### src/rtl/game_speed_ctrl.sv
// Rotary-encoder speed controller: synchronises and debounces A/B/switch, decodes
// detent direction into a saturating level, and divides I_CLK into a game tick enable.
module game_speed_ctrl #(
  parameter int SYNC_STAGES  = 2,
  parameter int DEBOUNCE_CYC = 1000000,
  parameter int LEVELS       = 4,
  parameter int LVL_W        = 2,
  parameter int BASE_DIV     = 20000000,
  parameter int DIV_W        = 32
) (
  input  logic             I_CLK,
  input  logic             rst,
  input  logic             sia,
  input  logic             sib,
  input  logic             sw,
  output logic [LVL_W-1:0] level,
  output logic             tick,
  output logic             clk_game
);

  localparam int DB_W = $clog2(DEBOUNCE_CYC + 1);

  // Channel index: 0 = A, 1 = B, 2 = switch (active-low, idles high).
  localparam logic [2:0] IDLE = 3'b100;

  logic [SYNC_STAGES-1:0] sync_a, sync_b, sync_s;
  logic [2:0]             syn;
  logic [2:0]             deb;
  logic [DB_W-1:0]        db_cnt [3];

  logic                   a_prev;
  logic                   a_rise;
  logic [LVL_W-1:0]       level_nxt;
  logic                   level_chg;

  logic [DIV_W-1:0]       div_shift;
  logic [DIV_W-1:0]       div;
  logic [DIV_W-1:0]       div_cnt;

  always_ff @(posedge I_CLK or posedge rst) begin
    if (rst) begin
      sync_a <= '0;
      sync_b <= '0;
      sync_s <= '1;
    end else begin
      sync_a <= {sync_a[SYNC_STAGES-2:0], sia};
      sync_b <= {sync_b[SYNC_STAGES-2:0], sib};
      sync_s <= {sync_s[SYNC_STAGES-2:0], sw};
    end
  end

  always_comb begin
    syn = {sync_s[SYNC_STAGES-1], sync_b[SYNC_STAGES-1], sync_a[SYNC_STAGES-1]};
  end

  // The cycle that completes DEBOUNCE_CYC differing samples commits the new value,
  // so a pulse exactly DEBOUNCE_CYC cycles long is accepted.
  always_ff @(posedge I_CLK or posedge rst) begin
    if (rst) begin
      deb <= IDLE;
      for (int unsigned i = 0; i < 3; i++) db_cnt[i] <= '0;
    end else begin
      for (int unsigned i = 0; i < 3; i++) begin
        if (syn[i] == deb[i]) begin
          db_cnt[i] <= '0;
        end else if (db_cnt[i] == DB_W'(DEBOUNCE_CYC - 1)) begin
          deb[i]    <= syn[i];
          db_cnt[i] <= '0;
        end else begin
          db_cnt[i] <= db_cnt[i] + 1'b1;
        end
      end
    end
  end

  always_comb begin
    a_rise    = deb[0] & ~a_prev;
    level_nxt = level;
    if (!deb[2]) begin
      level_nxt = '0;
    end else if (a_rise) begin
      if (!deb[1]) begin
        if (level != LVL_W'(LEVELS - 1)) level_nxt = level + 1'b1;
      end else begin
        if (level != '0) level_nxt = level - 1'b1;
      end
    end
    level_chg = (level_nxt != level);
  end

  always_comb begin
    div_shift = DIV_W'(BASE_DIV) >> level;
    div       = (div_shift == '0) ? DIV_W'(1) : div_shift;
  end

  always_ff @(posedge I_CLK or posedge rst) begin
    if (rst) begin
      a_prev   <= 1'b0;
      level    <= '0;
      div_cnt  <= '0;
      tick     <= 1'b0;
      clk_game <= 1'b0;
    end else begin
      a_prev <= deb[0];
      level  <= level_nxt;
      if (level_chg) begin
        div_cnt <= '0;
        tick    <= 1'b0;
      end else if (div_cnt == div - 1'b1) begin
        div_cnt  <= '0;
        tick     <= 1'b1;
        clk_game <= ~clk_game;
      end else begin
        div_cnt <= div_cnt + 1'b1;
        tick    <= 1'b0;
      end
    end
  end

endmodule
### config.mk
export PLATFORM = sky130hd
export DESIGN_NAME = game_speed_ctrl
export DESIGN_NICKNAME = d
export VERILOG_FILES = /design/src/rtl/game_speed_ctrl.sv
export SDC_FILE = /design/constraint.sdc
export NUM_CORES = 1
export LEC_CHECK = 0
export CAP_MARGIN = 10
export CORE_MARGIN = 1.5
export CORE_UTILIZATION = 28
export CTS_CLUSTER_DIAMETER = 40
export DETAILED_ROUTE_END_ITERATION = 8
export SLEW_MARGIN = 25
export SYNTH_ARGS = -nofsm -noshare
export SYNTH_HDL_FRONTEND = slang
export SYNTH_SLANG_ARGS = --single-unit
### constraint.sdc
create_clock -name I_CLK -period 3.4 [get_ports I_CLK]
set_input_delay 0.34 -clock I_CLK [delete_from_list [all_inputs] [get_ports I_CLK]]
set_output_delay 0.34 -clock I_CLK [all_outputs]
set_load 0.02 [all_outputs]
==> metrics.md, run 1 <==
| Metric | Value |
|---|---|
| Status | `completed` |
| Fillers | `between 1,500 and 2,000` |
| Synth Area in XOR/XNOR | `16.14%` |
| Post-synth top area share | `approximately 49%` |
| Final Skew | `0.008887 ns` |
| P_leak | `approximately 2.6 nW` |
| Vias in the first global route | `roughly 3,600` |
| Power Total | `approximately 2.4 mW` |
| CTS resizes | `0` |
| Gr usage total | `10.49%` |
| Post-CTS Setup Inserts | `0` |
| Share of cells above drive strength 1 | `roughly 6.7%` |
| Pin count of the biggest net entering global routing | `roughly 110` |
| Slew margin rel. | `50.92%` |
| CP required | `around 3.6 ns` |
| Setup violations, final | `0` |
| Die Ht | `~140 µm` |
| # hold bufs at CTS | `0` |
| Most common cell in the netlist | `nor2_1` |
| Register area share after synthesis | `between 50% and 60%` |
| Worst-Skew Late Latency | `about 0.36 ns` |
| Compound-Gate Fraction of Synth Area | `2.234%` |
| WS Path Type | `flip-flop to flip-flop` |
| H-Tree Depth | `3` |
| N_diodes | `0` |
| Reg power frac | `between 50% and 60%` |
| Mapped Cells | `520` |
| Sw power | `about 560 µW` |
| DRC errors left | `0` |
| Multi-input gate area | `around 2500 µm²` |
| Clk sinks | `between 100 and 150` |
| Post-synthesis simple-gate area fraction | `about a quarter` |
| EDFF count, synth | `0` |
| Fin crit share | `approximately 72%` |
| Post-Synth Adder-Cell Area | `2.852%` |
| Ranking of synthesized cells by area | `dfrtp_1, xor2_1, xnor2_1` |
| Starting Density | `28.92%` |
| Int Power | `~1.8 mW` |
| Syn nets | `about 540` |
| Total gr overflow | `0` |
| Storage element area | `around 2700 µm²` |
| Post-DR vias/cell | `~4.7` |
| CTS tree | `done` |
| Synth top cells by count | `nor2_1, dfrtp_1, xor2_1` |
| Maximum clock rate | `roughly 0.4 GHz` |
| Num rows | `49` |
| Layout area overhead | `11.48%` |
| Main combinational cell family by area after synthesis | `simple AND/OR/NAND/NOR gates` |
| Core Region | `~18,000 µm²` |
| DR iter-0 viols | `~180` |
| Worst-Margin Slew | `roughly 0.74 ns` |
| Synth unique cells | `between 40 and 50` |
| Peak VDD IR | `245.6 µV` |
| Mean Syn Cell Area | `10.13 µm²` |
| Mean routed wirelength per cell | `12.16 µm` |
| Final Hold Fails | `0` |
| Ys async rst share | `between 90% and 100%` |
| Post-synth top flop | `dfrtp_1` |
| Worst Setup SP | `level[1]$_DFF_PP0_` |
| First-pass DRT Iterations | `4` |
| Final ANT Viol Nets | `0` |
| Clock root buffer | `clkbuf_16` |
| Cell Area, Synth | `approximately 5300 µm²` |
| Die X | `140.1 µm` |
| CP max FO | `32` |
| Worst-path clk slew | `roughly 0.080 ns` |
| Unrepaired setup endpoints after global routing | `false` |
| Final #Nets | `~550` |
| Hold Path Class | `flip-flop to flip-flop` |
| Wire length of the first global-routing pass | `about 17 mm` |
| Max_cap viols | `0` |
| Switching Share | `23.70%` |
| DR vias | `between 3,000 and 4,000` |
| P per Cell Area | `around 400 nW/µm²` |
| Reg2Reg Launch Point | `level[1]$_DFF_PP0_` |
| Port Buffer Count | `8` |
| GPL Wtd Cong | `a little under 0.8` |
| Min cycle time layout | `between 2 and 2.5 ns` |
| Seq cells post-synth | `between 100 and 150` |
| CTS buffer count | `9` |
| Clk pwr share | `a little over two fifths` |
| Comb power frac | `2.6%` |
| Syn. warnings | `0` |
| Crit path launch type | `flip-flop` |
| Mux share of post-synthesis cell area | `less than 1%` |
| Setup tns final | `0 ns` |
| Fin. max-slew vios | `0` |
| Final WL | `9.291 mm` |
| Number of I/O pins | `9` |
| Post-DP HPWL | `between 6 and 7 mm` |
| Yosys top cell by area | `dfrtp_1` |
| Antenna violations before repair | `0` |
| Die area | `between 15,000 and 20,000 µm²` |
| Crit path DAT | `around 2.7 ns` |
| Max Root-Sink Buffers | `2` |
| Crit end category | `flip-flop` |
| Hold path start | `sync_a[0]$_DFF_PP0_` |
[sequential cells by signal, indices dropped and copies added, names as in the netlist]
register	flops
a_prev	1
level	2
clk_game	1
sync_s	2
deb	3
sync_b	2
db_cnt	60
div_cnt	32
sync_a	2
tick	1
[routing by layer]
| metal | vias to the layer above | routed length (µm) | track usage, % |
|---|---|---|---|
| li1 | 1775 | - | - |
| met1 | 1755 | 4392 | 13.20 |
| met2 | 37 | 4421 | 16.97 |
| met3 | 15 | 237 | 2.017 |
| met4 | 0 | 239 | 5.928 |
| met5 | - | 0 | 0 |
[metrics by stage]
step / hold WS (ns) / std cells / cell area (µm²) / worst slack, ns / util [%]
3_3_place_gp: 0.3367 / 748 / 5578 / 1.081 / 30.63
4_1_cts: 0.3613 / 764 / 5869 / 0.9297 / 32.23
2_1_floorplan: 0.3312 / 520 / 5265 / 0.2761 / -
5_1_grt: 0.3630 / 764 / 5869 / 0.7636 / 32.23
6_report: 0.3562 / 764 / 5869 / 0.9560 / 32.23
3_5_place_dp: 0.3441 / 748 / 5578 / 0.9470 / 30.63
[worst max-delay path, cell delays in order (launching register included)]
cell       delay [ns]
dfrtp_1          0.49
inv_1            0.18
ha_1             0.29
or3_4            0.36
a2111oi_4        0.35
nand4_2          0.20
nand2b_4         0.33
nor2_1           0.10
[worst paths after layout]
kind	cells past startpoint	end	slack [ns]
worst max-delay path	7	div_cnt[23]$_DFF_PP0_	0.96
worst min-delay path	0	sync_a[1]$_DFF_PP0_	0.36
worst max register to register	7	div_cnt[23]$_DFF_PP0_	0.96
worst min register to register	0	sync_a[1]$_DFF_PP0_	0.36
max in group asynchronous	3	div_cnt[26]$_DFF_PP0_	2.51
min in group asynchronous	3	db_cnt[44]$_DFF_PP0_	0.45
[power by group through the flow]
stage / logic (mW) / clock network, mW / registers (mW)
floorplan: 0.0469 / 0 / 1.31
global placement: 0.0626 / 0 / 1.31
detailed placement: 0.0647 / 0 / 1.31
CTS: 0.0646 / 1.06 / 1.28
global route: 0.0729 / 1.11 / 1.29
finish: 0.0611 / 1.02 / 1.28
[area by class of cell]
| class | instances | area share [%] |
|---|---|---|
| Tap cell | 229 | 4.882 |
| Sequential cell | 106 | 45.26 |
| Clock buffer | 9 | 3.837 |
| Clock inverter | 7 | 1.130 |
| Multi-Input combinational cell | 391 | 42.32 |
| Inverter | 13 | 0.8740 |
| Timing Repair Buffer | 9 | 1.705 |
[cell families after synthesis]
kind of cell,Yosys count
XOR/XNOR,97
AO/OA/AOI/OAI,15
AND/OR/NAND/NOR,264
multiplexers,3
adder cells (fa/ha/maj),12
flip-flops,106
buffers and inverters,23
[placed cells by master (no fill, tap or decap), types with 3 or more instances in the layout]
cell type          n
inv_1             12
and2_1             3
nor3_1            11
nor3_2             3
dfstp_2            3
nor2b_1            3
nor4_1             7
a21oi_1            5
o21ai_0            3
nor2_1           108
clkdlybuf4s50_1    8
and4_1             9
xor2_1            50
ha_1              12
xnor2_1           47
and3_1            22
dfrtp_1          103
nand4_1           15
nand3_1           34
nand2_1           27
inv_6              3
clkbuf_16          9
Note: power is estimated with default switching activity, not from simulation.
==> run 2, diff against run 1 <==
Clock period 3.4 ns to 2 ns, I/O delays scaled along.
==> run 2 against run 1 <==
Effect of this change: the run now ends with setup timing left; combinational power is 82% higher; maximum frequency grew 21%; final cell count rose by 3.4%; critical path depth grew 2; worst hold slack worse by 0.092 ns; via count up 0.45%; routed wire length rose by 6.4%; non-clock buffer count increased by 26; power increased by 70%; largest cell class unchanged; largest power group unchanged.
==> metrics.md, run 2 (synthesized netlist as in run 1, its figures left out) <==
| Metric | Value |
|---|---|
| Peak VDD IR | `594.1 µV (+140%)` |
| Fillers | `1,781 (-1.4%)` |
| Status | `finished, violations left` |
| Pin count of the biggest net entering global routing | `107 (unchanged)` |
| Setup tns final | `-0.4631 ns (-0.4631 ns)` |
| Final worst-path setup slack | `-0.02408 ns (-0.9801 ns)` |
| Antenna violations before repair | `0 (unchanged)` |
| H-Tree Depth | `3 (unchanged)` |
| Wire length of the first global-routing pass | `17.19 mm (+1.9%)` |
| Die X | `140.1 µm (unchanged)` |
| Max FFs per register | `60 (unchanged)` |
| Port Buffer Count | `8 (unchanged)` |
| Biggest register | `db_cnt` |
| Power Total | `4.035 mW (+70%)` |
| Clk sinks | `106 (unchanged)` |
| Fin crit share | `101.2% (+29 points)` |
| First-pass DRT Iterations | `4 (unchanged)` |
| Post-DP HPWL | `6.714 mm (+4.7%)` |
| Crit path DAT | `2.31 ns (-0.36 ns)` |
| Die area | `19,640 µm² (unchanged)` |
| Worst-path clk slew | `0.07 ns (about the same)` |
| Critical path buffer and inverter count | `3 (+2)` |
| CP max FO | `11 (-66%)` |
| Max_cap viols | `0 (unchanged)` |
| DRC errors left | `0 (unchanged)` |
| GPL Wtd Cong | `0.7936 (+1.9%)` |
| Cell count after placement | `770 (+2.9%)` |
| Vias in the first global route | `3,671 (+1.6%)` |
| Layout area overhead | `17.99%` |
| Final WL | `9.888 mm (+6.4%)` |
| WS Path Type | `flip-flop to flip-flop` |
| Starting Density | `28.92% (unchanged)` |
| Num rows | `49 (unchanged)` |
| Mean routed wirelength per cell | `12.52 µm (+2.9%)` |
| N_diodes | `0 (unchanged)` |
| Fin. max-slew vios | `0 (unchanged)` |
| Core Region | `18,210 µm² (unchanged)` |
| Crit path launch type | `flip-flop` |
| Setup violations, final | `32 (+32)` |
| P_leak | `2.715 nW (+5.9%)` |
| Slew margin rel. | `63.53% (+13 points)` |
| Total gr overflow | `0 (unchanged)` |
| Worst-Margin Slew | `0.5471 ns (-0.1891 ns)` |
| Gr usage total | `10.78% (+0.29 points)` |
| CTS tree | `done` |
| Post-DR vias/cell | `4.554 (-2.9%)` |
| CP top delay family | `compound AO/OA/AOI/OAI gates` |
| # hold bufs at CTS | `0 (unchanged)` |
| Clock root buffer | `clkbuf_16` |
| Commonest non-fill, non-tap cells in the layout | `nor2_1, dfrtp_1, xor2_1, xnor2_1, nand3_1` |
| Crit end category | `flip-flop` |
| Failing checks | `setup timing` |
| Final ANT Viol Nets | `0 (unchanged)` |
| Max Root-Sink Buffers | `2 (unchanged)` |
| DR vias | `3,598 (+0.45%)` |
| CTS buffer count | `9 (unchanged)` |
| Share of cells above drive strength 1 | `14.80% (+8.1 points)` |
| Maximum clock rate | `0.4941 GHz (+21%)` |
| Max incr delay on CP | `0.46 ns (-0.03 ns)` |
| Hold Path Class | `primary input to flip-flop` |
| Unrepaired setup endpoints after global routing | `true` |
| P per Cell Area | `649.5 nW/µm² (+61%)` |
| Number of I/O pins | `9 (unchanged)` |
| Slowest CP cell | `dfrtp_2` |
| Worst-Skew Late Latency | `0.36 ns (about the same)` |
| Worst reg2reg setup slack | `-0.02 ns (-0.98 ns)` |
| Min cycle time layout | `2.024 ns (-0.4199 ns)` |
| DR iter-0 viols | `166 (-5.1%)` |
| Final #Nets | `573 (+4.8%)` |
| Cell Chain, Critical Path | `inv_4, buf_4, ha_1, nor2_2, o31ai_2, a221o_1, nand2b_4, buf_12, nor2_1` |
| Die Ht | `140.1 µm (unchanged)` |
| Registers with the most flip-flops | `db_cnt x60, div_cnt x32, deb x3` |
| CP required | `2.29 ns (-1.34 ns)` |
| Final Hold Fails | `0 (unchanged)` |
| Post-Layout Cell Count | `790 (+3.4%)` |
| Final Skew | `0.005406 ns (-0.003481 ns)` |
| Most common library cell in the layout ignoring fill and taps | `nor2_1` |
[run 2: cell types whose count changed in the layout (fill, tap and decap cells not counted), sizes merged]
cell      before  now
clkbuf         9   11
inv           18   14
buf            1   27
clkinvlp       0    2
[run 2: area by class of cell]
class / instances / area [µm²] / area share [%]
Clock buffer: 11 / 242.7 / 3.907
Clock inverter: 5 / 47.55 / 0.7654
Inverter: 13 / 57.56 / 0.9265
Multi-Input combinational cell: 391 / 2574 / 41.43
Sequential cell: 106 / 2659 / 42.80
Tap cell: 229 / 286.5 / 4.612
Timing Repair Buffer: 35 / 345.3 / 5.559
[run 2: final timing paths]
kind / from / end / depth (start not counted)
setup / recovery: level[0]$_DFF_PP0_ / div_cnt[6]$_DFF_PP0_ / 9
hold / removal: sw / sync_s[0]$_DFF_PP1_ / 1
setup reg to reg: level[0]$_DFF_PP0_ / div_cnt[6]$_DFF_PP0_ / 9
hold reg to reg: sync_b[0]$_DFF_PP0_ / sync_b[1]$_DFF_PP0_ / 0
max in group asynchronous: rst / level[0]$_DFF_PP0_ / 3
min in group asynchronous: rst / db_cnt[20]$_DFF_PP0_ / 3
[run 2: worst register-to-register path: cells and delay by family, from the launching register on]
family                   cells  cell delay, ns
AO/OA/AOI/OAI                2            0.48
flip-flops                   1            0.46
AND/OR/NAND/NOR              3            0.45
buffers and inverters        3            0.34
adder cells (fa/ha/maj)      1            0.21
[run 2: routing by layer]
metal | routed length [µm] | global-route usage (%) | vias up
li1 | - | - | 1820
met1 | 4728 | 13.22 | 1745
met2 | 4803 | 18.25 | 22
met3 | 200 | 2.735 | 11
met4 | 156 | 4.155 | 0
met5 | 0 | 0 | -
[run 2: metrics by stage]
| step | util (%) | setup WS, ns | hold WS (ns) | instance area [µm²] |
|---|---|---|---|---|
| after global routing | 34.12 | -0.1194 | 0.2537 | 6212 |
| after floorplan | - | 0.01493 | 0.2045 | 5296 |
| after CTS | 33.79 | -0.02205 | 0.2518 | 6152 |
| final | 34.12 | -0.02408 | 0.2644 | 6212 |
| after detailed placement | 31.97 | -0.04981 | 0.3363 | 5822 |
| after global placement | 31.97 | -0.01171 | 0.3358 | 5822 |
[run 2: power breakdown]
| group | total (mW) | internal [mW] | switching [mW] |
|---|---|---|---|
| Combinational | 0.111 | 0.0350 | 0.0762 |
| Sequential | 2.18 | 2.16 | 0.0181 |
| Clock | 1.74 | 0.902 | 0.840 |
| Total | 4.03 | 3.10 | 0.934 |
[run 2: repair_timing]
action | in CTS | in global routing
endpoints found under the hold margin | 0 | 0
cloned | 0 | 0
resized for setup | 6 | 11
setup buffers | 2 | 2
pin swaps | 5 | 3
setup endpoints to repair | 32 | 71
==> run 3, diff against run 2 <==
Settings changed: CORE_UTILIZATION 28 to 29.
==> run 3 against run 2 <==
Effect of this change: the run still ends with setup timing left; clock skew is essentially flat; worst setup slack lost 0.034 ns; critical path depth shrank 2; clock power is essentially flat; highest routed layer unchanged; via count grew 2.3%; register-to-register slack lost 0.03 ns; die area shrank 3.4%; critical endpoint is now div_cnt[3]$_DFF_PP0_; non-clock buffer count grew 7; final cell count grew 0.89%; power is essentially flat; first-iteration DRC count grew 29%; sequential cell count is the same.
==> metrics.md, run 3 (synthesized netlist as in run 1, its figures left out) <==
| Metric | Value |
|---|---|
| Most common library cell in the layout ignoring fill and taps | `dfrtp_1` |
| Starting Density | `29.41% (+0.50 points)` |
| Crit end category | `flip-flop` |
| Clock root buffer | `clkbuf_16` |
| Layout area overhead | `20.70%` |
| Maximum clock rate | `0.4858 GHz (-1.7%)` |
| Slew margin rel. | `63.57% (about the same)` |
| Final #Nets | `580 (+1.2%)` |
| Die X | `137.7 µm (-1.7%)` |
| N_diodes | `0 (unchanged)` |
| Unrepaired setup endpoints after global routing | `true` |
| Mean routed wirelength per cell | `12.94 µm (+3.4%)` |
| Final Hold Fails | `0 (unchanged)` |
| # hold bufs at CTS | `0 (unchanged)` |
| Biggest register | `db_cnt` |
| Peak VDD IR | `544.9 µV (-8.3%)` |
| CP required | `2.25 ns (-0.04 ns)` |
| CTS buffer count | `9 (unchanged)` |
| CTS tree | `done` |
| CP max FO | `8 (-3)` |
| Wire length of the first global-routing pass | `17.68 mm (+2.9%)` |
| Final Skew | `0.005211 ns (-0.0001953 ns)` |
| Max_cap viols | `0 (unchanged)` |
| Worst-path clk slew | `0.07 ns (about the same)` |
| Num rows | `49 (unchanged)` |
| Hold Path Class | `primary input to flip-flop` |
| Post-DP HPWL | `6.943 mm (+3.4%)` |
| DR vias | `3,680 (+2.3%)` |
| DR iter-0 viols | `214 (+29%)` |
| Storage element area | `2659 µm² (unchanged)` |
| DRC errors left | `0 (unchanged)` |
| Commonest non-fill, non-tap cells in the layout | `dfrtp_1, nor2_1, xor2_1, xnor2_1, nand3_1` |
| Final hold slack | `0.2615 ns (-0.002938 ns)` |
| Port Buffer Count | `8 (unchanged)` |
| Failing checks | `setup timing` |
| Crit path launch type | `flip-flop` |
| Max Root-Sink Buffers | `2 (unchanged)` |
| Die Ht | `137.7 µm (-1.7%)` |
| Power Total | `4.036 mW (about the same)` |
| Final WL | `10.31 mm (+4.3%)` |
| Final ANT Viol Nets | `0 (unchanged)` |
| Pin count of the biggest net entering global routing | `107 (unchanged)` |
| GPL Wtd Cong | `0.7800 (-1.7%)` |
| H-Tree Depth | `3 (unchanged)` |
| Max FFs per register | `60 (unchanged)` |
| Core Region | `17,900 µm² (-1.7%)` |
| Worst-Margin Slew | `0.5464 ns (-0.0006779 ns)` |
| First-pass DRT Iterations | `4 (unchanged)` |
| Post-DR vias/cell | `4.617 (+1.4%)` |
| Fin crit share | `102.9% (+1.7 points)` |
| Status | `finished, violations left` |
| P_leak | `2.751 nW (+1.3%)` |
| Total placed instance area | `5839 µm² (+0.30%)` |
| Share of cells above drive strength 1 | `17.61% (+2.8 points)` |
| P per Cell Area | `635.1 nW/µm² (-2.2%)` |
| Die area | `18,970 µm² (-3.4%)` |
| Final worst-path setup slack | `-0.05845 ns (-0.03437 ns)` |
| Fillers | `1,816 (+2.0%)` |
| Clk sinks | `106 (unchanged)` |
| Antenna violations before repair | `0 (unchanged)` |
| Final Instance Area | `6355 µm² (+2.3%)` |
| Multi-input gate area | `2659 µm² (+3.3%)` |
| Pre-CTS WS | `-0.09012 ns (-0.04031 ns)` |
| Number of I/O pins | `9 (unchanged)` |
| Crit path DAT | `2.30 ns (about the same)` |
| Total gr overflow | `0 (unchanged)` |
| Fin. max-slew vios | `0 (unchanged)` |
| WS Path Type | `flip-flop to flip-flop` |
| Registers with the most flip-flops | `db_cnt x60, div_cnt x32, deb x3` |
| Worst-Skew Late Latency | `0.36 ns (about the same)` |
| Vias in the first global route | `3,749 (+2.1%)` |
| Setup violations, final | `32 (unchanged)` |
| Gr usage total | `11.86% (+1.1 points)` |
| Min cycle time layout | `2.058 ns (+0.03437 ns)` |
[run 3: per-stage QoR]
stage	utilization [%]	std cells	setup TNS [ns]
2_1_floorplan	-	520	0
3_3_place_gp	32.62	774	-0.004502
3_5_place_dp	32.62	774	-2.500
4_1_cts	34.37	791	-1.496
5_1_grt	35.50	797	-4.258
6_report	35.50	797	-1.259
[run 3: cell type report]
type	count	share of cell area, %
inverters	13	0.9057
well taps	229	4.509
multi-input cells	391	41.84
repair buffers	42	6.399
clock buffers	10	3.603
clock inverters	6	0.9057
flip-flops and latches	106	41.84
[run 3: worst paths after layout]
path / from / to / slack (ns) / depth (start not counted)
worst max-delay path: level[0]$_DFF_PP0_ / div_cnt[3]$_DFF_PP0_ / -0.06 / 7
worst max register to register: level[0]$_DFF_PP0_ / div_cnt[3]$_DFF_PP0_ / -0.06 / 7
max in group asynchronous: rst / div_cnt[16]$_DFF_PP0_ / 1.24 / 3
worst min register to register: sync_b[0]$_DFF_PP0_ / sync_b[1]$_DFF_PP0_ / 0.36 / 0
min in group asynchronous: rst / db_cnt[40]$_DFF_PP0_ / 0.36 / 3
worst min-delay path: sw / sync_s[0]$_DFF_PP1_ / 0.26 / 1
[run 3: worst max-delay path, cell delays in order (launching register included)]
cell and delay, ns:
dfrtp_2 0.50, ha_4 0.21, or3_4 0.34, a2111oi_4 0.35, nand4_4 0.16, nand2b_4 0.17, clkbuf_16 0.17, nor2_1 0.05
[run 3: per-layer routing]
metal | vias to the layer above | track usage, % | wire length, µm
li1 | 1826 | - | -
met1 | 1804 | 14.48 | 4763
met2 | 35 | 20.06 | 5055
met4 | 0 | 4.745 | 259
met3 | 15 | 2.943 | 231
met5 | - | 0 | 0
[run 3: power breakdown]
| group | switching (mW) | internal (mW) | leakage [nW] | total, mW |
|---|---|---|---|---|
| logic | 0.0775 | 0.0354 | 1.17 | 0.113 |
| clock network | 0.863 | 0.877 | 0.141 | 1.74 |
| registers | 0.0189 | 2.16 | 1.44 | 2.18 |
| total | 0.960 | 3.08 | 2.75 | 4.04 |
[run 3: what timing repair did]
item	CTS	global route
pin swaps	1	13
cloned	0	2
endpoints found under the setup margin	33	69
setup buffers	1	4
resized for setup	5	30
